$ cat config.mk
export PLATFORM = sky130hd
export DESIGN_NAME = cnt_arbiter
export DESIGN_NICKNAME = d
export VERILOG_FILES = /design/src/rtl/cnt_arb_pkg.sv /design/src/rtl/cnt_core.sv /design/src/rtl/cnt_arbiter.sv
export SDC_FILE = /design/constraint.sdc
export NUM_CORES = 1
export LEC_CHECK = 0
export CAP_MARGIN = 0
export CORE_MARGIN = 4
export CORE_UTILIZATION = 45
export CTS_CLUSTER_DIAMETER = 30
export DETAILED_ROUTE_END_ITERATION = 16
export GPL_TIMING_DRIVEN = 1
export PLACE_DENSITY = 0.74
export SKIP_LAST_GASP = 1
export SYNTH_ARGS = -nofsm -noshare
export SYNTH_HDL_FRONTEND = slang
export SYNTH_SLANG_ARGS = --single-unit
$ cat constraint.sdc
create_clock -name clk -period 2.6 [get_ports clk]
set_input_delay 0.52 -clock clk [delete_from_list [all_inputs] [get_ports clk]]
set_output_delay 0.52 -clock clk [all_outputs]
set_load 0.05 [all_outputs]
$ cat src/rtl/cnt_arb_pkg.sv
// Shared definitions for the counter arbiter slice.
//   cnt_arb_state_t : arbiter FSM states (idle, running a job, reporting completion)
//   CNT_ARB_WIDTH   : default counter / job-length width
package cnt_arb_pkg;

   localparam int unsigned CNT_ARB_WIDTH = 4;

   typedef enum logic [1:0] {
      StIdle = 2'd0,
      StRun  = 2'd1,
      StDone = 2'd2
   } cnt_arb_state_t;

endpackage

$ cat src/rtl/cnt_core.sv
// WIDTH-bit up-counter with synchronous clear, count enable and saturation at all-ones.
//   clk         : clock, rising edge
//   reset       : asynchronous active-low reset, forces count to 0
//   clr         : synchronous clear (wins over en)
//   en          : increment by one when not saturated
//   output_data : current count
module cnt_core
   import cnt_arb_pkg::*;
#(
   parameter int unsigned WIDTH = CNT_ARB_WIDTH
) (
   input  logic             clk,
   input  logic             reset,
   input  logic             clr,
   input  logic             en,
   output logic [WIDTH-1:0] output_data
);

   logic [WIDTH-1:0] cnt_q;

   always_ff @(posedge clk or negedge reset) begin
      if (!reset) begin
         cnt_q <= '0;
      end else if (clr) begin
         cnt_q <= '0;
      end else if (en && (cnt_q != '1)) begin
         cnt_q <= cnt_q + WIDTH'(1);
      end
   end

   assign output_data = cnt_q;

endmodule

$ cat src/rtl/cnt_arbiter.sv
// Round-robin scheduler sharing one up-counter among NUM_REQ requesters. A granted requester
// gets the counter cleared and run from 0 up to its latched length; the job then reports
// done for one cycle and the next requester is arbitrated.
//   clk       : clock, rising edge
//   reset     : asynchronous active-low reset (a job in flight is dropped without done)
//   req       : per-requester request level, held until its done
//   req_len   : packed job lengths, requester i at [i*WIDTH +: WIDTH], sampled at grant
//   gnt       : one-hot grant, zero when idle
//   busy      : high while a job runs or reports done
//   count_out : shared counter value
//   done      : one-cycle job-end pulse
//   done_id   : finished requester index, valid with done
//   aborted   : job ended by request withdrawal, valid with done
module cnt_arbiter
   import cnt_arb_pkg::*;
#(
   parameter int unsigned  NUM_REQ = 2,
   parameter int unsigned  WIDTH   = CNT_ARB_WIDTH,
   localparam int unsigned IdW     = $clog2(NUM_REQ)
) (
   input  logic                     clk,
   input  logic                     reset,
   input  logic [NUM_REQ-1:0]       req,
   input  logic [NUM_REQ*WIDTH-1:0] req_len,
   output logic [NUM_REQ-1:0]       gnt,
   output logic                     busy,
   output logic [WIDTH-1:0]         count_out,
   output logic                     done,
   output logic [IdW-1:0]           done_id,
   output logic                     aborted
);

   cnt_arb_state_t   state_q;
   logic [IdW-1:0]   cur_id_q;
   logic [IdW-1:0]   last_id_q;
   logic [WIDTH-1:0] cur_len_q;
   logic [NUM_REQ-1:0] gnt_q;
   logic             busy_q;
   logic             done_q;
   logic [IdW-1:0]   done_id_q;
   logic             aborted_q;

   logic             pick_valid;
   logic [IdW-1:0]   pick_id;
   logic [IdW-1:0]   cand_id;
   logic             len_hit;
   logic             cnt_clr;
   logic             cnt_en;

   // Scan from last_id+1 upward with wrap. The loop runs from the farthest candidate to the
   // nearest so the nearest pending requester is the final assignment.
   always_comb begin
      pick_valid = 1'b0;
      pick_id    = '0;
      cand_id    = '0;
      for (int unsigned i = NUM_REQ; i >= 1; i--) begin
         cand_id = IdW'((32'(last_id_q) + i) % NUM_REQ);
         if (req[cand_id]) begin
            pick_valid = 1'b1;
            pick_id    = cand_id;
         end
      end
   end

   assign len_hit = (count_out == cur_len_q);
   // Counter is held at 0 outside RUN; it freezes on the exit edge so DONE shows the final
   // value, and the DONE->IDLE edge clears it.
   assign cnt_clr = (state_q != StRun);
   assign cnt_en  = (state_q == StRun) && req[cur_id_q] && !len_hit;

   cnt_core #(
      .WIDTH(WIDTH)
   ) u_cnt_core (
      .clk        (clk),
      .reset      (reset),
      .clr        (cnt_clr),
      .en         (cnt_en),
      .output_data(count_out)
   );

   always_ff @(posedge clk or negedge reset) begin
      if (!reset) begin
         state_q   <= StIdle;
         cur_id_q  <= '0;
         last_id_q <= IdW'(NUM_REQ - 1);
         cur_len_q <= '0;
         gnt_q     <= '0;
         busy_q    <= 1'b0;
         done_q    <= 1'b0;
         done_id_q <= '0;
         aborted_q <= 1'b0;
      end else begin
         done_q <= 1'b0;
         unique case (state_q)
            StIdle: begin
               if (pick_valid) begin
                  state_q         <= StRun;
                  cur_id_q        <= pick_id;
                  cur_len_q       <= req_len[pick_id*WIDTH +: WIDTH];
                  gnt_q           <= '0;
                  gnt_q[pick_id]  <= 1'b1;
                  busy_q          <= 1'b1;
               end
            end
            StRun: begin
               // Withdrawal takes priority over a simultaneous length match.
               if (!req[cur_id_q]) begin
                  state_q   <= StDone;
                  done_q    <= 1'b1;
                  done_id_q <= cur_id_q;
                  aborted_q <= 1'b1;
               end else if (len_hit) begin
                  state_q   <= StDone;
                  done_q    <= 1'b1;
                  done_id_q <= cur_id_q;
                  aborted_q <= 1'b0;
               end
            end
            StDone: begin
               state_q   <= StIdle;
               last_id_q <= cur_id_q;
               gnt_q     <= '0;
               busy_q    <= 1'b0;
            end
            default: begin
               state_q <= StIdle;
               gnt_q   <= '0;
               busy_q  <= 1'b0;
            end
         endcase
      end
   end

   assign gnt     = gnt_q;
   assign busy    = busy_q;
   assign done    = done_q;
   assign done_id = done_id_q;
   assign aborted = aborted_q;

endmodule

-- After elaboration in Yosys (flattened, before gate mapping)
Index checks and enable logic that the tools add are counted.
- shifts and indexed selects: 1
- eq/ne operators: 8
- reductions and logical operators: 11
- bitwise logic cells: 1
- multiplexer cells: 29
- magnitude comparators: 5
- $add $sub $neg: 3
- operator list (operator ; number):
    $mux W1 ; 19
    $lt A1 B2 Y1 const B ; 4
    $mux W2 ; 4
    $mux W4 ; 2
    $pmux W2 S2 ; 2
    $reduce_and A2 Y1 ; 4
    $shiftx A8 B4 Y4 ; 1
    $add A4 B1 Y4 const B ; 1
    $eq A4 B4 Y1 ; 1
    $logic_and A1 B1 Y1 ; 4
    $ne A2 B2 Y1 const B ; 2
    $ne A4 B4 Y1 const B ; 1
    $ne A3 B3 Y1 const B ; 1
    $add A1 B1 Y1 const B ; 2
    $eq A2 B1 Y1 const B ; 1
    $eq A2 B2 Y1 const B ; 1
    $logic_not A2 Y1 ; 1
    $ne A2 B1 Y1 const B ; 1
    $pmux W1 S2 ; 1
    $reduce_bool A2 Y1 ; 1
    $demux W1 S1 ; 1
    $ge A1 B1 Y1 const B ; 1
    $logic_not A1 Y1 ; 1
    $not A1 Y1 ; 1
- flip-flop bits (word level): 18

-- Logic depth before layout (Yosys ltp)
Gate-level depths: netlist of the first run.
- depth in word-level cells: 11
- gate-level depth with buffers: 5

-- Modules after synthesis
Synthesis of the first run repeated with hierarchy kept, for this count alone.
- cell total of the unflattened synthesis: 88
- area, all modules: 900.9 sq um
- by module, submodules not included (module ; instances ; area an instance (sq um) ; cells each ; sequential area each (sq um)):
    cnt_arbiter ; 1 ; 671.9 ; 68 ; 351.6
    cnt_core ; 1 ; 229.0 ; 20 ; 100.1

-- Least setup slack after synthesis of the first run
Ideal clock, no wire load.
- path kind: register to register
- from: reg u_cnt_core.cnt_q[2] (netlist: u_cnt_core.output_data[2])
- to: reg u_cnt_core.cnt_q[1] (netlist: u_cnt_core.output_data[1])
- setup slack: 0.989 ns
- period minus slack after synthesis: 1.611 ns
- buffers on the path: 1
- data required time: 2.480 ns
- cell stages (with the launch flop): 6
- arrival time: 1.491 ns
- cell sequence: dfrtp_1 xnor2_1 a41oi_2 buf_6 a21oi_2 a41o_1
- word-level cells in the longest chain between the ends: 5
- RTL lines (item ; line ; source):
    start, declared ; cnt_core.sv:19 ; logic [WIDTH-1:0] cnt_q;
    start signal, assigned ; cnt_core.sv:27 ; cnt_q <= cnt_q + WIDTH'(1);
    $eq A4 B4 Y1 ; cnt_arbiter.sv:65 ; assign len_hit = (count_out == cur_len_q);
    $logic_not A1 Y1 ; cnt_arbiter.sv:69 ; assign cnt_en = (state_q == StRun) && req[cur_id_q] && !len_hit;
    $logic_and A1 B1 Y1 ; cnt_arbiter.sv:69 ;
    $logic_and A1 B1 Y1 (*) ; cnt_core.sv:26 ; end else if (en && (cnt_q != '1)) begin
    $reduce_bool A2 Y1 (no source line) (*) ; -- ;
Mark *: on every way between the ends. The rest lies on a longest branch, timed or not.
A chain may end at the register's enable or synchronous reset.

-- Worst setup path in the final report of the first run
- from: reg u_cnt_core.cnt_q[0] (netlist: u_cnt_core.output_data[0])
- to: out count_out[0]
- RTL lines (item ; line ; source):
    end, declared ; cnt_arbiter.sv:27 ; output logic [WIDTH-1:0] count_out,
No word-level cell between the ends.

==> run summary, run 1 <==
CP top delay family -> buffers and inverters
Critical Path End Type -> output port
die area -> 2740 um^2
DP Wirelength -> 1420 um
Port Buf Inserts -> 21
cell taking the most area after synthesis -> dfrtp_1
critical path, cell by cell -> clkdlybuf4s50_1
Top Ports -> 22
post-synthesis sequential area ratio -> 0.511
layout cells sized above 1 -> 0.0796
first-pass GRT wire length -> 3150 um
final slew viol count -> 0
Vias/cell -> 5.36
f_max -> 472 MHz
CTS Root Cell -> clkbuf_4
die width -> 52.3 um
core area -> 1800 um^2
fin area -> 1150 um^2
Synth top area share -> 0.481
worst hold path class -> flop to flop
Clock Skew -> 0.00655 ns
grt ovf -> 0
Critical path buffers and inverters -> 1
slowest CP cell -> clkdlybuf4s50_1
# nets final -> 127
CP Launch Type -> flop
async set-reset flop share out of synthesis -> 1.00
P&R area growth vs syn -> 29.7%
Arr. time, crit path -> 1.60 ns
largest net degree at the start of global routing -> 19
CP max FO -> 5
CTS Buffer Depth -> 2
status -> finished, final reports clean
Area after DPL -> 1110 um^2
Die Y -> 52.3 um
ranking of synthesized cells by area -> dfrtp_1 (48%), nand2_1 (5.1%), a21oi_1 (4.0%)
TritonCTS Buffers -> 3
pwr dens -> 1190 nW/um^2
number of global-route vias before repair -> 684
post-route ant nets -> 0
initial antenna violation count -> 0
most common cell after layout, fill and taps aside -> clkdlybuf4s50_1
post-CTS setup buffers -> 0
Leakage -> 0.000514 uW
WL final -> 1800 um
Avg Cell Area, Syn -> 9.83 um^2
Cell Area, Synth -> 885 um^2
Cells after Synth -> 90
Max VDD drop -> 0.637 mV
Yosys reg bits -> 18
drt drc -> 0
total number of vias -> 739
actual slew at the worst max-slew pin -> 0.774 ns
Synth Flop Type -> dfrtp_1
Total GRT Usage -> 0.161
most frequent cells in the layout -> clkdlybuf4s50_1 (21), dfrtp_1 (17), nand2_1 (12), inv_1 (9), a21oi_1 (7)
DRT Pass-1 Iters -> 5
initial DRC count -> 25
initial core utilization -> 0.491
Unique masters post-synth -> 28
H-tree levels -> 1
clock latency on the worst-skew pair -> 0.30 ns
Post-CTS Hold Buffers -> 0
DR WL/cell -> 13.0 um
syn_nets -> 103
WS Path Type -> flop to output port
antenna diode count -> 0
Worst-path clk slew -> 0.10 ns
fin crit share -> 0.815
Hold Vio Cnt, Final -> 0
Gates resized, CTS repair -> 0
YS warnings -> 0
row cnt -> 15
CTS tree -> done
Max Cap Viol -> 0
min Tclk post-route -> 2.12 ns
Slew headroom -> 0.482
CTS Sinks -> 18
Largest stage delay, worst path -> 0.84 ns
GPL Wtd Cong -> 0.780
WP data required -> 2.08 ns
Setup TNS Final -> 0 ns
final setup violating endpoints -> 0
EDFF count, synth -> 0
RSZ-0062 raised after global routing -> false
-- synth_stat cells (all sizes together) (2+ instances only) --
| cell type | instances |
|---|---|
| dfrtp | 17 |
| nand2 | 12 |
| inv | 9 |
| a21oi | 8 |
| o21ai | 7 |
| nand3 | 4 |
| xnor2 | 4 |
| nand2b | 3 |
| nor2 | 3 |
| a21o | 2 |
| a222oi | 2 |
| and3 | 2 |
| mux2i | 2 |
| nand3b | 2 |
| nand4 | 2 |
| o22ai | 2 |
-- power by group --
| group | internal [uW] | leakage (uW) | switching (uW) |
|---|---|---|---|
| registers | 400 | 0.000220 | 97.8 |
| logic | 262 | 0.000274 | 433 |
| clock network | 85.5 | 0.0000210 | 82.1 |
| total | 747 | 0.000514 | 613 |
-- per-stage QoR --
stage	instances	worst slack (ns)	total power [uW]	utilization	hold slack, ns
4_1_cts	138	0.458	1370	0.637	0.500
6_report	138	0.480	1360	0.637	0.495
3_5_place_dp	134	0.378	1200	0.617	0.478
2_1_floorplan	90	0.989	1000	-	0.224
5_1_grt	138	0.417	1470	0.637	0.545
3_3_place_gp	134	0.452	1190	0.617	0.470
-- layer usage --
| metal | track usage | part of all wire |
|---|---|---|
| met2 | 0.246 | 0.45 |
| met5 | 0 | 0 |
| met3 | 0.0684 | 0.084 |
| met1 | 0.193 | 0.44 |
| met4 | 0.0766 | 0.023 |
-- path summary, 6_finish.rpt --
kind	start	endpoint	slack, ns	depth (start not counted)
min in group asynchronous	reset	gnt[1]$_DFFE_PN0P_	0.67	1
max reg2reg	u_cnt_core.output_data[2]$_DFFE_PN0P_	u_cnt_core.output_data[3]$_DFFE_PN0P_	1.01	4
max in group asynchronous	reset	cur_len_q[3]$_DFFE_PN0P_	1.45	1
min	aborted$_DFFE_PN0P_	aborted$_DFFE_PN0P_	0.50	2
min reg2reg	aborted$_DFFE_PN0P_	aborted$_DFFE_PN0P_	0.50	2
max	u_cnt_core.output_data[0]$_DFFE_PN0P_	count_out[0]	0.48	1
-- kinds of logic (layout without fill, tap and decap cells) --
| logic type | count (synthesis) | count (layout) | synth area share |
|---|---|---|---|
| AND/OR/NAND/NOR | 29 | 29 | 0.163 |
| AO/OA/AOI/OAI | 24 | 24 | 0.182 |
| flip-flops | 18 | 18 | 0.511 |
| buffers and inverters | 11 | 34 | 0.0552 |
| XOR/XNOR | 4 | 4 | 0.0396 |
| multiplexers | 3 | 3 | 0.0354 |
| adder cells (fa/ha/maj) | 1 | 1 | 0.0141 |
-- registers in the layout (all words and copies together), names as in the netlist --
register                flops
cur_len_q                   4
u_cnt_core.output_data      4
gnt                         2
state_q                     2
aborted                     1
busy                        1
cur_id_q                    1
done                        1
done_id                     1
last_id_q                   1
-- layout make-up --
type | instances | area [um^2]
clock buffers | 4 | 36.3
well taps | 25 | 31.3
multi-input cells | 61 | 384
fillers | 158 | 654
flip-flops and latches | 18 | 452
inverters | 9 | 33.8
repair buffers | 21 | 210
(Power assumes the default switching activity.)
==> run 2, diff against run 1 <==
--- a/config.mk
+++ b/config.mk
@@ -7,11 +7,11 @@
 export LEC_CHECK = 0
 export CAP_MARGIN = 0
 export CORE_MARGIN = 4
-export CORE_UTILIZATION = 45
+export CORE_UTILIZATION = 42
 export CTS_CLUSTER_DIAMETER = 30
 export DETAILED_ROUTE_END_ITERATION = 16
 export GPL_TIMING_DRIVEN = 1
-export PLACE_DENSITY = 0.74
+export PLACE_DENSITY = 0.73
 export SKIP_LAST_GASP = 1
 export SYNTH_ARGS = -nofsm -noshare
 export SYNTH_HDL_FRONTEND = slang
==> constraint.sdc (replaced) <==
create_clock -name clk -period 1.8 [get_ports clk]
set_input_delay 0.36 -clock clk [delete_from_list [all_inputs] [get_ports clk]]
set_output_delay 0.36 -clock clk [all_outputs]
set_load 0.05 [all_outputs]
==> run summary, run 2 (synthesis gave the netlist of run 1 again) <==
Crit Reg-Reg Endpoint -> cur_len_q[2]$_DFFE_PN0P_
antenna diode count -> 0 (unchanged)
min Tclk post-route -> 1.48 ns
H-tree levels -> 1 (unchanged)
CTS Root Cell -> clkbuf_4
initial antenna violation count -> 0 (unchanged)
Setup TNS Final -> 0 ns (unchanged)
most frequent cells in the layout -> dfrtp_1 (17), buf_4 (14), nand2_1 (12), clkdlybuf4s50_1 (11), inv_1 (9)
largest net degree at the start of global routing -> 12 (-7)
post-route ant nets -> 0 (unchanged)
worst hold path class -> primary input to asynchronous set/reset pin
post-CTS setup buffers -> 0 (unchanged)
setup slack, reg-to-reg -> 0.32 ns (-0.69 ns)
worst-case reg-to-reg path depth -> 4 (unchanged)
clock power share -> 0.125 (+0.002)
WS Path Type -> primary input to flop
Arr. time, crit path -> 1.66 ns (+0.06 ns)
drt drc -> 0 (unchanged)
Internal Power -> 1070 uW (+43%)
layout cells sized above 1 -> 0.197 (+0.117)
TritonCTS Buffers -> 3 (unchanged)
status -> finished, final reports clean
CP max FO -> 7 (+2)
die width -> 53.9 um (+3.0%)
final slew viol count -> 0 (unchanged)
RSZ-0062 raised after global routing -> false
NetSw -> 928 uW (+51%)
Max Cap Viol -> 0 (unchanged)
grt ovf -> 0 (unchanged)
DRT Pass-1 Iters -> 4 (-1)
FF-to-FF Start -> state_q[0]$_DFFE_PN0P_
non-filler cells, final -> 144 (+4.3%)
actual slew at the worst max-slew pin -> 0.483 ns (-0.291 ns)
WL final -> 2060 um (+15%)
Worst-path clk slew -> 0.11 ns (about the same)
Critical Path End Type -> flop
pwr dens -> 1730 nW/um^2 (+46%)
Total GRT Usage -> 0.157 (-0.00333)
Clock Skew -> 0.00831 ns (+0.00176 ns)
Gates resized, CTS repair -> 0 (unchanged)
fin crit share -> 0.821
f_max -> 677 MHz
Max VDD drop -> 0.839 mV (+32%)
DP Wirelength -> 1570 um (+10%)
Slew headroom -> 0.676 (+0.194)
initial core utilization -> 0.446 (-0.0446)
combinational share of power -> 0.507 (-0.004)
CTS tree -> done
most common cell after layout, fill and taps aside -> dfrtp_1
Sw Share -> 0.465 (+0.0144)
core area -> 1980 um^2 (+10%)
Hold Vio Cnt, Final -> 0 (unchanged)
Top Ports -> 22 (unchanged)
Post-CTS Hold Buffers -> 0 (unchanged)
Leakage -> 0.000547 uW (+6.4%)
total number of vias -> 768 (+3.9%)
number of global-route vias before repair -> 734 (+7.3%)
WP data required -> 1.99 ns (-0.09 ns)
Placed Cells -> 140 (+4.5%)
Port Buf Inserts -> 21 (unchanged)
Vias/cell -> 5.33 (-0.41%)
# nets final -> 131 (+3.1%)
CTS Sinks -> 18 (unchanged)
CTS Buffer Depth -> 2 (unchanged)
first-pass GRT wire length -> 3210 um (+1.7%)
row cnt -> 16 (+1)
DR WL/cell -> 14.3 um (+9.9%)
final setup violating endpoints -> 0 (unchanged)
P&R area growth vs syn -> 30.6%
GPL Wtd Cong -> 0.775 (-0.56%)
sequential share of power -> 0.368 (+0.002)
Die Y -> 53.9 um (+3.0%)
CP Launch Type -> primary input
clock latency on the worst-skew pair -> 0.29 ns (about the same)
die area -> 2900 um^2 (+6.1%)
initial DRC count -> 24 (-4.0%)
[run 2: changes by cell type in the layout (fill, tap and decap cells not counted), sizes merged]
cell           change
buf               +14
clkdlybuf4s50     -10
[run 2: metal layers]
| layer | share of wire | vias to the layer above | GRT usage |
|---|---|---|---|
| met5 | 0 | - | 0 |
| met4 | 0.0097 | 0 | 0.0809 |
| li1 | - | 372 | - |
| met2 | 0.49 | 21 | 0.242 |
| met3 | 0.040 | 2 | 0.0249 |
| met1 | 0.46 | 373 | 0.212 |
[run 2: layout make-up]
type	count	area [um^2]
fill	174	827
sequential	18	452
multi-input combinational	61	384
timing repair buffer	25	215
clock buffer	4	36.3
inverter	9	33.8
tap	27	33.8
[run 2: stage by stage]
step	hold WS [ns]	power (uW)	setup slack, ns	util	cell area [um^2]
floorplan	0.0644	1450	0.189	-	885
CTS	0.351	2000	0.316	0.583	1150
detailed placement	0.475	1750	0.0159	0.564	1120
global placement	0.471	1710	0.0890	0.564	1120
finish	0.342	2000	0.323	0.583	1150
global route	0.379	2120	0.207	0.583	1150
[run 2: power groups by stage]
stage	Clock (uW)	Combinational (uW)	Sequential (uW)
floorplan	0	495	955
global placement	0	976	734
detailed placement	0	1010	741
CTS	254	1010	734
global route	269	1100	751
finish	249	1010	734
[run 2: critical path: stages]
cell and delay [ns]:
clkdlybuf4s50_1 0.48, buf_4 0.15, nand2b_1 0.10, and3_1 0.22
a222oi_1 0.28, inv_1 0.07
[run 2: how the worst max path moves through the flow]
| stage | start | endpoint | cells after the start |
|---|---|---|---|
| detailed placement | req[1] | cur_len_q[2]$_DFFE_PN0P_ | 6 |
| finish | req[1] | cur_len_q[2]$_DFFE_PN0P_ | 6 |
| global route | state_q[0]$_DFFE_PN0P_ | cur_len_q[1]$_DFFE_PN0P_ | 4 |
| CTS | req[1] | cur_len_q[2]$_DFFE_PN0P_ | 6 |
| floorplan | u_cnt_core.output_data[2]$_DFFE_PN0P_ | u_cnt_core.output_data[1]$_DFFE_PN0P_ | 5 |
| global placement | req[1] | cur_len_q[2]$_DFFE_PN0P_ | 6 |
==> run 3, diff against run 2 <==
--- a/config.mk
+++ b/config.mk
@@ -7,11 +7,11 @@
 export LEC_CHECK = 0
 export CAP_MARGIN = 0
 export CORE_MARGIN = 4
-export CORE_UTILIZATION = 42
+export CORE_UTILIZATION = 45
 export CTS_CLUSTER_DIAMETER = 30
 export DETAILED_ROUTE_END_ITERATION = 16
 export GPL_TIMING_DRIVEN = 1
-export PLACE_DENSITY = 0.73
+export PLACE_DENSITY = 0.74
 export SKIP_LAST_GASP = 1
 export SYNTH_ARGS = -nofsm -noshare
 export SYNTH_HDL_FRONTEND = slang
==> constraint.sdc (replaced) <==
create_clock -name clk -period 1.5 [get_ports clk]
set_input_delay 0.3 -clock clk [delete_from_list [all_inputs] [get_ports clk]]
set_output_delay 0.3 -clock clk [all_outputs]
set_load 0.05 [all_outputs]
==> run summary, run 3 (synthesis gave the netlist of run 1 again) <==
status -> finished, final reports clean
Slew headroom -> 0.748 (+0.0726)
grt ovf -> 0 (unchanged)
final slew viol count -> 0 (unchanged)
WL final -> 2140 um (+3.9%)
GPL Wtd Cong -> 0.798 (+3.0%)
Crit Reg-Reg Endpoint -> u_cnt_core.output_data[1]$_DFFE_PN0P_
DRT Pass-1 Iters -> 4 (unchanged)
CTS Buffer Depth -> 2 (unchanged)
Worst-path clk slew -> 0.10 ns (about the same)
crit path to -> u_cnt_core.output_data[1]$_DFFE_PN0P_
drt drc -> 0 (unchanged)
initial antenna violation count -> 0 (unchanged)
Max Cap Viol -> 0 (unchanged)
actual slew at the worst max-slew pin -> 0.367 ns (-0.116 ns)
TritonCTS Buffers -> 3 (unchanged)
pwr dens -> 2060 nW/um^2 (+19%)
antenna diode count -> 0 (unchanged)
Port Buf Inserts -> 21 (unchanged)
Top Ports -> 22 (unchanged)
WP data required -> 1.70 ns (-0.29 ns)
Total GRT Usage -> 0.179 (+0.0212)
Max VDD drop -> 1.29 mV (+54%)
critical path startpoint -> u_cnt_core.output_data[2]$_DFFE_PN0P_
CTS Root Cell -> clkbuf_4
Area after DPL -> 1330 um^2 (+19%)
FF-to-FF Start -> u_cnt_core.output_data[2]$_DFFE_PN0P_
setup slack, reg-to-reg -> 0.02 ns (-0.30 ns)
final setup violating endpoints -> 0 (unchanged)
Filler Cell Count -> 122 (-30%)
Hold Vio Cnt, Final -> 0 (unchanged)
fin area -> 1400 um^2 (+21%)
first-pass GRT wire length -> 3590 um (+12%)
CP max FO -> 6 (-1)
WS Path Type -> flop to flop
Vias/cell -> 5.21 (-2.2%)
Clock Skew -> 0.00835 ns (+0.0000402 ns)
total number of vias -> 803 (+4.6%)
most common cell after layout, fill and taps aside -> buf_4
f_max -> 677 MHz
# nets final -> 143 (+9.2%)
CTS Sinks -> 18 (unchanged)
CP Launch Type -> flop
core area -> 1800 um^2 (-9.1%)
die width -> 52.3 um (-2.9%)
fin crit share -> 0.985
DP Wirelength -> 1640 um (+4.7%)
number of global-route vias before repair -> 813 (+11%)
worst-case reg-to-reg path depth -> 5 (+1)
H-tree levels -> 1 (unchanged)
initial core utilization -> 0.491 (+0.0446)
Critical Path End Type -> flop
Die Y -> 52.3 um (-2.9%)
most frequent cells in the layout -> buf_4 (16), dfrtp_1 (13), nand2_1 (12), clkdlybuf4s50_1 (11), buf_12 (10)
clock latency on the worst-skew pair -> 0.30 ns (about the same)
post-route ant nets -> 0 (unchanged)
DR WL/cell -> 13.9 um (-2.9%)
P&R area growth vs syn -> 58.4%
largest net degree at the start of global routing -> 19 (+7)
initial DRC count -> 30 (+25%)
min Tclk post-route -> 1.48 ns
die area -> 2740 um^2 (-5.7%)
Leakage -> 0.000648 uW (+18%)
row cnt -> 15 (-1)
CTS tree -> done
Arr. time, crit path -> 1.67 ns (about the same)
Setup TNS Final -> 0 ns (unchanged)
layout cells sized above 1 -> 0.318 (+0.121)
worst hold path class -> primary input to asynchronous set/reset pin
run 3: changes by cell type in the layout (fill, tap and decap cells not counted), moves of 2 or more:
cell,delta
buf_12,+10
dfrtp_1,-4
dfrtp_2,+4
xnor2_1,-3
xnor2_2,+3
buf_4,+2
run 3: worst min-delay path by stage:
stage | slack [ns] | startpoint | to
after floorplan | 0.004 | reset | aborted$_DFFE_PN0P_
after global placement | 0.53 | cur_len_q[0]$_DFFE_PN0P_ | cur_len_q[0]$_DFFE_PN0P_
after detailed placement | 0.54 | aborted$_DFFE_PN0P_ | aborted$_DFFE_PN0P_
after CTS | 0.32 | reset | aborted$_DFFE_PN0P_
after global routing | 0.34 | reset | cur_len_q[0]$_DFFE_PN0P_
final | 0.32 | reset | aborted$_DFFE_PN0P_
run 3: layer usage:
layer | track usage | up-vias | routed length (um)
met5 | 0 | - | 0
li1 | - | 395 | -
met1 | 0.250 | 382 | 995
met4 | 0.0638 | 0 | 40
met3 | 0.0399 | 5 | 105
met2 | 0.269 | 21 | 998
run 3: critical path, stage by stage, from the launching register on:
cell	delay, ns
dfrtp_2	0.45
xnor2_2	0.18
a41oi_4	0.32
buf_4	0.17
a21oi_2	0.04
a41o_1	0.20
run 3: per-stage QoR:
step                setup slack [ns]   util  std cells  power (uW)  hold WS (ns)
finish                        0.0232  0.778        154        2880         0.319
global route                 -0.0296  0.778        154        3060         0.338
CTS                           0.0189  0.756        154        2790         0.324
detailed placement            -0.250  0.738        149        2510         0.543
global placement              -0.145  0.738        149        2470         0.530
floorplan                     0.0481      -         90        1740       0.00441
run 3: report_power, final:
group	internal (uW)	total (uW)	leakage [uW]	switching, uW
Combinational	840	1710	0.000420	871
Clock	104	254	0.0000150	151
Sequential	696	918	0.000213	222
Total	1640	2880	0.000648	1240
run 3: timing repair:
| item | 4_1_cts | 5_1_grt |
|---|---|---|
| setup buffers | 1 | 0 |
| pin swaps | 1 | 2 |
| hold buffers | 0 | 0 |
| resized for setup | 0 | 5 |
| endpoints found under the setup margin | 3 | 5 |
run 3: layout make-up:
cell class	count	area [um^2]	share of cell area
clock buffer	4	26.3	0.0188
timing repair buffer	37	430	0.307
sequential	18	457	0.326
inverter	9	33.8	0.0241
tap	25	31.3	0.0223
multi-input combinational	61	423	0.302
==> RTL edit 1: new RTL, settings of run 3 <==
Encoding of `cnt_arb_state_t`: now one-hot (3 bits for 3 states).
--- a/src/rtl/cnt_arb_pkg.sv
+++ b/src/rtl/cnt_arb_pkg.sv
@@ -5,10 +5,10 @@
 
    localparam int unsigned CNT_ARB_WIDTH = 4;
 
-   typedef enum logic [1:0] {
-      StIdle = 2'd0,
-      StRun  = 2'd1,
-      StDone = 2'd2
+   typedef enum logic [2:0] {
+      StIdle = 3'b001,
+      StRun  = 3'b010,
+      StDone = 3'b100
    } cnt_arb_state_t;
 
 endpackage
Function: same outputs for any inputs over 10 cycles, from zero or initial values and one cycle with reset low; not proved beyond that.
==> RTL edit 1 against run 3 <==
  * The flow now finishes with violations (negative setup slack)
  * Worst setup slack got worse by 190 ps
  * Global-route usage increased by 0.53 points
  * Area after synthesis increased by 5.0%
  * Final cell count increased by 2.6%
  * Power decreased by 4.4%
  * Largest power group unchanged
  * Sequential cell count increased by 1
  * Wire length increased by 13%
  * Largest cell class is now multi-input gates
  * First-iteration DRC count decreased by 73%
  * Critical path type unchanged
  * Design area increased by 8.3%
==> RTL edit 1: results (changes against run 3) <==
critPathMaxFanout: 3  # -3
met2_usage_pct: 33.27  # +6.4 points
grt_max_degree: 20  # +1
initialDrtViolationCount: 8  # -73%
gp_congestion: 0.8336  # +4.5%
synth_fa_ha_area_share_pct: 1.348  # -0.067 points
first_global_vias: 826  # +1.6%
yosysSeqAreaShare_pct: 51.48  # +0.42 points
antenna_found_initial: 0  # unchanged
drive_gt1_share_pct: 42.75  # +11 points
grt_pass1_wl_um: 3719  # +3.7%
peakVddDrop_mv: 1.329  # +3.2%
setup_slack_ps: -162.5  # -185.6 ps
synth-compound-area-share_pct: 13.34  # -4.9 points
synth_area_leaders: "dfrtp_1 (46%), dfstp_2 (5.7%), a21oi_1 (4.3%)"
insertion_delay_ps: 310
violations: "negative setup slack"
wire_per_inst_um: 15.27  # +9.9%
yosysUniqueCellTypes: 33  # +18%
whs_ps: 314.8  # -3.807 ps
worstRegToRegCells: 4  # -1
portBuffers: 21  # unchanged
place_area_mm2: 0.001409  # +6.0%
synthTopCellsByCount: "dfrtp_1 (17), nand2_1 (10), nor2_1 (10)"
finalSetupViolations: 11  # +11
synth_xor_area_share_pct: 4.582  # +0.62 points
outcome: "finished with violations"
syn_nets: 102  # -0.97%
leakage_nw: 0.6598  # +1.8%
use_met3_pct: 2.535  # -1.5 points
crit_arrival_ps: 1860  # +190 ps
reg2reg_from: "u_cnt_core.output_data[1]$_DFFE_PN0P_"
clock-skew-final_ps: 1.234  # -7.111 ps
gr-usage-all-layers_pct: 18.39  # +0.53 points
antenna_cells: 0  # unchanged
synth.area.mux_share_pct: 7.951  # +4.4 points
nets: 145  # +1.4%
viasPerCell: 5.241  # +0.50%
dp_hpwl_um: 1670  # +1.9%
maxSlewHeadroom_pct: 70.98  # -3.8 points
syn_area_per_cell_um2: 10.43  # +6.1%
hold_path.class: "input pin to asynchronous set/reset pin"
timing.rr.end: "aborted$_DFFE_PN0P_"
instances_no_fill: 158  # +2.6%
use_met1_pct: 21.09  # -4.0 points
RTL edit 1: worst max-delay path by stage:
stage,from,end,slack [ps],cells past startpoint
floorplan,u_cnt_core.output_data[2]$_DFFE_PN0P_,done_id$_DFFE_PN0P_,-260,4
global placement,req[1],u_cnt_core.output_data[3]$_DFFE_PN0P_,-310,5
detailed placement,req[1],u_cnt_core.output_data[0]$_DFFE_PN0P_,-370,6
CTS,u_cnt_core.output_data[1]$_DFFE_PN0P_,done_id$_DFFE_PN0P_,-160,4
global route,u_cnt_core.output_data[1]$_DFFE_PN0P_,aborted$_DFFE_PN0P_,-190,4
finish,u_cnt_core.output_data[1]$_DFFE_PN0P_,aborted$_DFFE_PN0P_,-160,4
RTL edit 1: logic make-up after synthesis:
logic type,count (synthesis)
AO/OA/AOI/OAI,20
multiplexers,7
buffers and inverters,3
AND/OR/NAND/NOR,35
flip-flops,19
XOR/XNOR,4
adder cells (fa/ha/maj),1
RTL edit 1: stage by stage:
step                      util [%]  setup TNS [ps]  worst slack, ps
after floorplan                  -          -833.7           -257.1
after global placement       71.81           -1634           -312.1
after detailed placement     71.81           -2235           -372.0
after CTS                    74.23          -934.3           -158.0
after global routing         77.36           -1713           -191.5
final                        77.36           -1102           -162.5
RTL edit 1: power breakdown:
part           switching (mW)  internal [mW]
clock network           0.170          0.104
logic                   0.796          0.774
registers               0.191          0.721
total                    1.16           1.60
RTL edit 1: layout make-up:
class	instances	area, µm²
sequential	19	483.0
multi-input combinational	68	521.8
timing repair buffer	39	449.2
tap	27	33.78
inverter	1	3.754
clock buffer	4	26.28
fill	132	444.2
RTL edit 1: layer usage:
metal	vias to the layer above	wire length, µm
met5	-	0
met4	0	74
met3	8	98
met2	20	1232
met1	402	1008
li1	398	-
RTL edit 1: worst max-delay path: stages (launching register included):
cell and delay (ps):
dfrtp_2 460, xor2_4 210, or4_2 660, o21ai_1 130
o21ai_1 90
RTL edit 1: what timing repair did:
action,CTS,global route
cloned,1,0
pin swaps,6,5
buffers inserted,1,2
setup endpoints to repair,11,13
hold buffers,0,0
gates resized for setup,2,9
==> RTL edit 2: new RTL, flow settings as in run 3 <==
Made on the original files. `CNT_ARB_WIDTH`: 4 -> 6.
--- a/src/rtl/cnt_arb_pkg.sv
+++ b/src/rtl/cnt_arb_pkg.sv
@@ -3,7 +3,7 @@
 //   CNT_ARB_WIDTH   : default counter / job-length width
 package cnt_arb_pkg;
 
-   localparam int unsigned CNT_ARB_WIDTH = 4;
+   localparam int unsigned CNT_ARB_WIDTH = 6;
 
    typedef enum logic [1:0] {
       StIdle = 2'd0,
Interface: changed (resized count_out and req_len); port bits go from 22 to 28. The function was not compared with the original's and may differ.
==> RTL edit 2 against run 3 <==
  * The flow now finishes with violations (negative setup slack)
  * Final cell count increased by 21%
  * Synthesized cell count increased by 23%
  * Combinational power grew 12%
  * Worst setup slack got worse by 69 ps
  * Sequential share of layout area down 1.9 points
  * Wire length rose by 44%
  * Power up 21%
  * Design area is 30% higher
  * Non-clock buffer count is 9 higher
  * Via count grew 30%
  * Area after synthesis up 27%
  * Utilization is 1.6 points higher
  * Sequential cell count up 4
  * Sequential power up 20%
==> RTL edit 2: results (changes against run 3) <==
place_ws_ps: -268.4  # -18.74 ps
portBuffers: 27  # +29%
syn_nets: 128  # +24%
critPathTopFamily: "flip-flops"
crit_arrival_ps: 1760  # +90 ps
insertion_delay_ps: 320  # +20 ps
outcome: "finished with violations"
critPathMaxFanout: 3  # -3
synthTopCellsByCount: "dfrtp_1 (21), inv_1 (13), nand2_1 (12)"
dr.pass1.iters: 4  # unchanged
slowest_delay_ps: 460
synth-async-reset-ratio_pct: 100.0  # unchanged
clk_pin_slew_ps: 130  # +30 ps
numCtsBuffers: 3  # unchanged
critical_path.slowest_cell: "dfrtp_2"
viasPerCell: 5.578  # +7.0%
peakVddDrop_mv: 1.347  # +4.6%
gr-usage-all-layers_pct: 18.53  # +0.67 points
worstRegToRegCells: 6  # +1
antenna_found_initial: 0  # unchanged
yosysWarnings: 0  # unchanged
wire_per_inst_um: 16.52  # +19%
nets: 177  # +24%
cts-htree-levels: 1  # unchanged
crit_start: "u_cnt_core.output_data[5]$_DFFE_PN0P_"
finalSetupViolations: 6  # +6
drive_gt1_share_pct: 40.25  # +8.5 points
synth.area.mux_share_pct: 2.775  # -0.76 points
intPower_mw: 2.008  # +22%
yosysSeqAreaShare_pct: 48.95  # -2.1 points
worstMarginPinSlew_ps: 344.2  # -22.91 ps
antenna_cells: 0  # unchanged
first_global_vias: 1015  # +25%
dp_hpwl_um: 2200  # +34%
violations: "negative setup slack"
yosysUniqueCellTypes: 32  # +14%
dominantRegCellSynth: "dfrtp_1"
synth-compound-area-share_pct: 20.53  # +2.3 points
hold_path.class: "input pin to asynchronous set/reset pin"
setup_slack_ps: -46.30  # -69.45 ps
grt_pass1_wl_um: 4719  # +32%
clock-skew-final_ps: 5.757  # -2.588 ps
synth_fa_ha_area_share_pct: 1.110  # -0.30 points
cp-endpoint: "aborted$_DFFE_PN0P_"
initialDrtViolationCount: 46  # +53%
leakage_nw: 0.8407  # +30%
cts.path.max_buffers: 2  # unchanged
root_buffer: "clkbuf_4"
synth_area_leaders: "dfrtp_1 (47%), a222oi_1 (5.3%), xor2_1 (4.7%)"
synth_xor_area_share_pct: 5.438  # +1.5 points
gp_congestion: 0.8401  # +5.3%
grt_max_degree: 23  # +4
## RTL edit 2: changes by cell type after synthesis, moves of 3 or more
cell and change:
inv_1 +4, o21ai_1 -3, xor2_1 +6, xnor2_1 -3, dfrtp_1 +4, nor2_1 +8, a222oi_1 +4
## RTL edit 2: worst reg2reg max path: stages (launching register included)
cell and delay, ps:
dfrtp_2 460, xor2_2 200, nor4_4 260, buf_4 190
nand2_1 100, o21ai_1 150, o21ai_1 90
## RTL edit 2: power by group through the flow
stage / clock [mW] / sequential [mW] / combinational (mW)
after floorplan: 0 / 1.29 / 0.804
after detailed placement: 0 / 1.09 / 1.83
after CTS: 0.476 / 1.09 / 1.85
after global routing: 0.500 / 1.13 / 2.05
final: 0.470 / 1.10 / 1.92
after global placement: 0 / 1.08 / 1.78
## RTL edit 2: per-stage QoR
step	instance area [µm²]	setup TNS [ps]	hold WS, ps	std cells	util (%)
6_report	1823	-177.2	314.1	187	79.36
2_1_floorplan	1152	-717.2	4.409	111	-
3_3_place_gp	1705	-2330	522.4	182	74.24
3_5_place_dp	1705	-2843	527.7	182	74.24
5_1_grt	1823	-929.9	340.5	187	79.36
4_1_cts	1792	-3.693	321.0	186	78.00
## RTL edit 2: cell type report
class,count,area [µm²]
Clock inverter,1,30.03
Tap cell,28,35.03
Inverter,13,48.80
Clock buffer,3,22.52
Multi-Input combinational cell,74,590.6
Fill cell,147,474.2
Sequential cell,22,559.3
Timing Repair Buffer,46,536.8
## RTL edit 2: how the worst min path moves through the flow
stage | startpoint | endpoint | slack (ps) | cells past startpoint
after floorplan | reset | aborted$_DFFE_PN0P_ | 4 | 0
after global placement | cur_len_q[1]$_DFFE_PN0P_ | cur_len_q[1]$_DFFE_PN0P_ | 520 | 2
after detailed placement | cur_len_q[2]$_DFFE_PN0P_ | cur_len_q[2]$_DFFE_PN0P_ | 530 | 2
after CTS | reset | done$_DFF_PN0_ | 320 | 2
after global routing | reset | done_id$_DFFE_PN0P_ | 340 | 2
final | reset | done_id$_DFFE_PN0P_ | 310 | 2
## RTL edit 2: layer usage
layer	vias to the layer above	GRT usage [%]	routed length [µm]	part of all wire, %
met3	9	3.118	174	5.6
met4	0	7.947	91	2.9
met2	49	31.94	1625	53
met1	496	22.67	1199	39
met5	-	0	0	0
li1	489	-	-	-
## RTL edit 2: repair_timing
item	CTS	global route
pin swaps	2	4
resized for setup	5	6
cloned	0	0
hold buffers	0	0
setup endpoints to repair	5	16
buffers inserted	0	2
## RTL edit 2: cells by family after synthesis
| kind of cell | Yosys count |
|---|---|
| flip-flops | 22 |
| AO/OA/AOI/OAI | 29 |
| multiplexers | 3 |
| adder cells (fa/ha/maj) | 1 |
| AND/OR/NAND/NOR | 34 |
| buffers and inverters | 15 |
| XOR/XNOR | 7 |
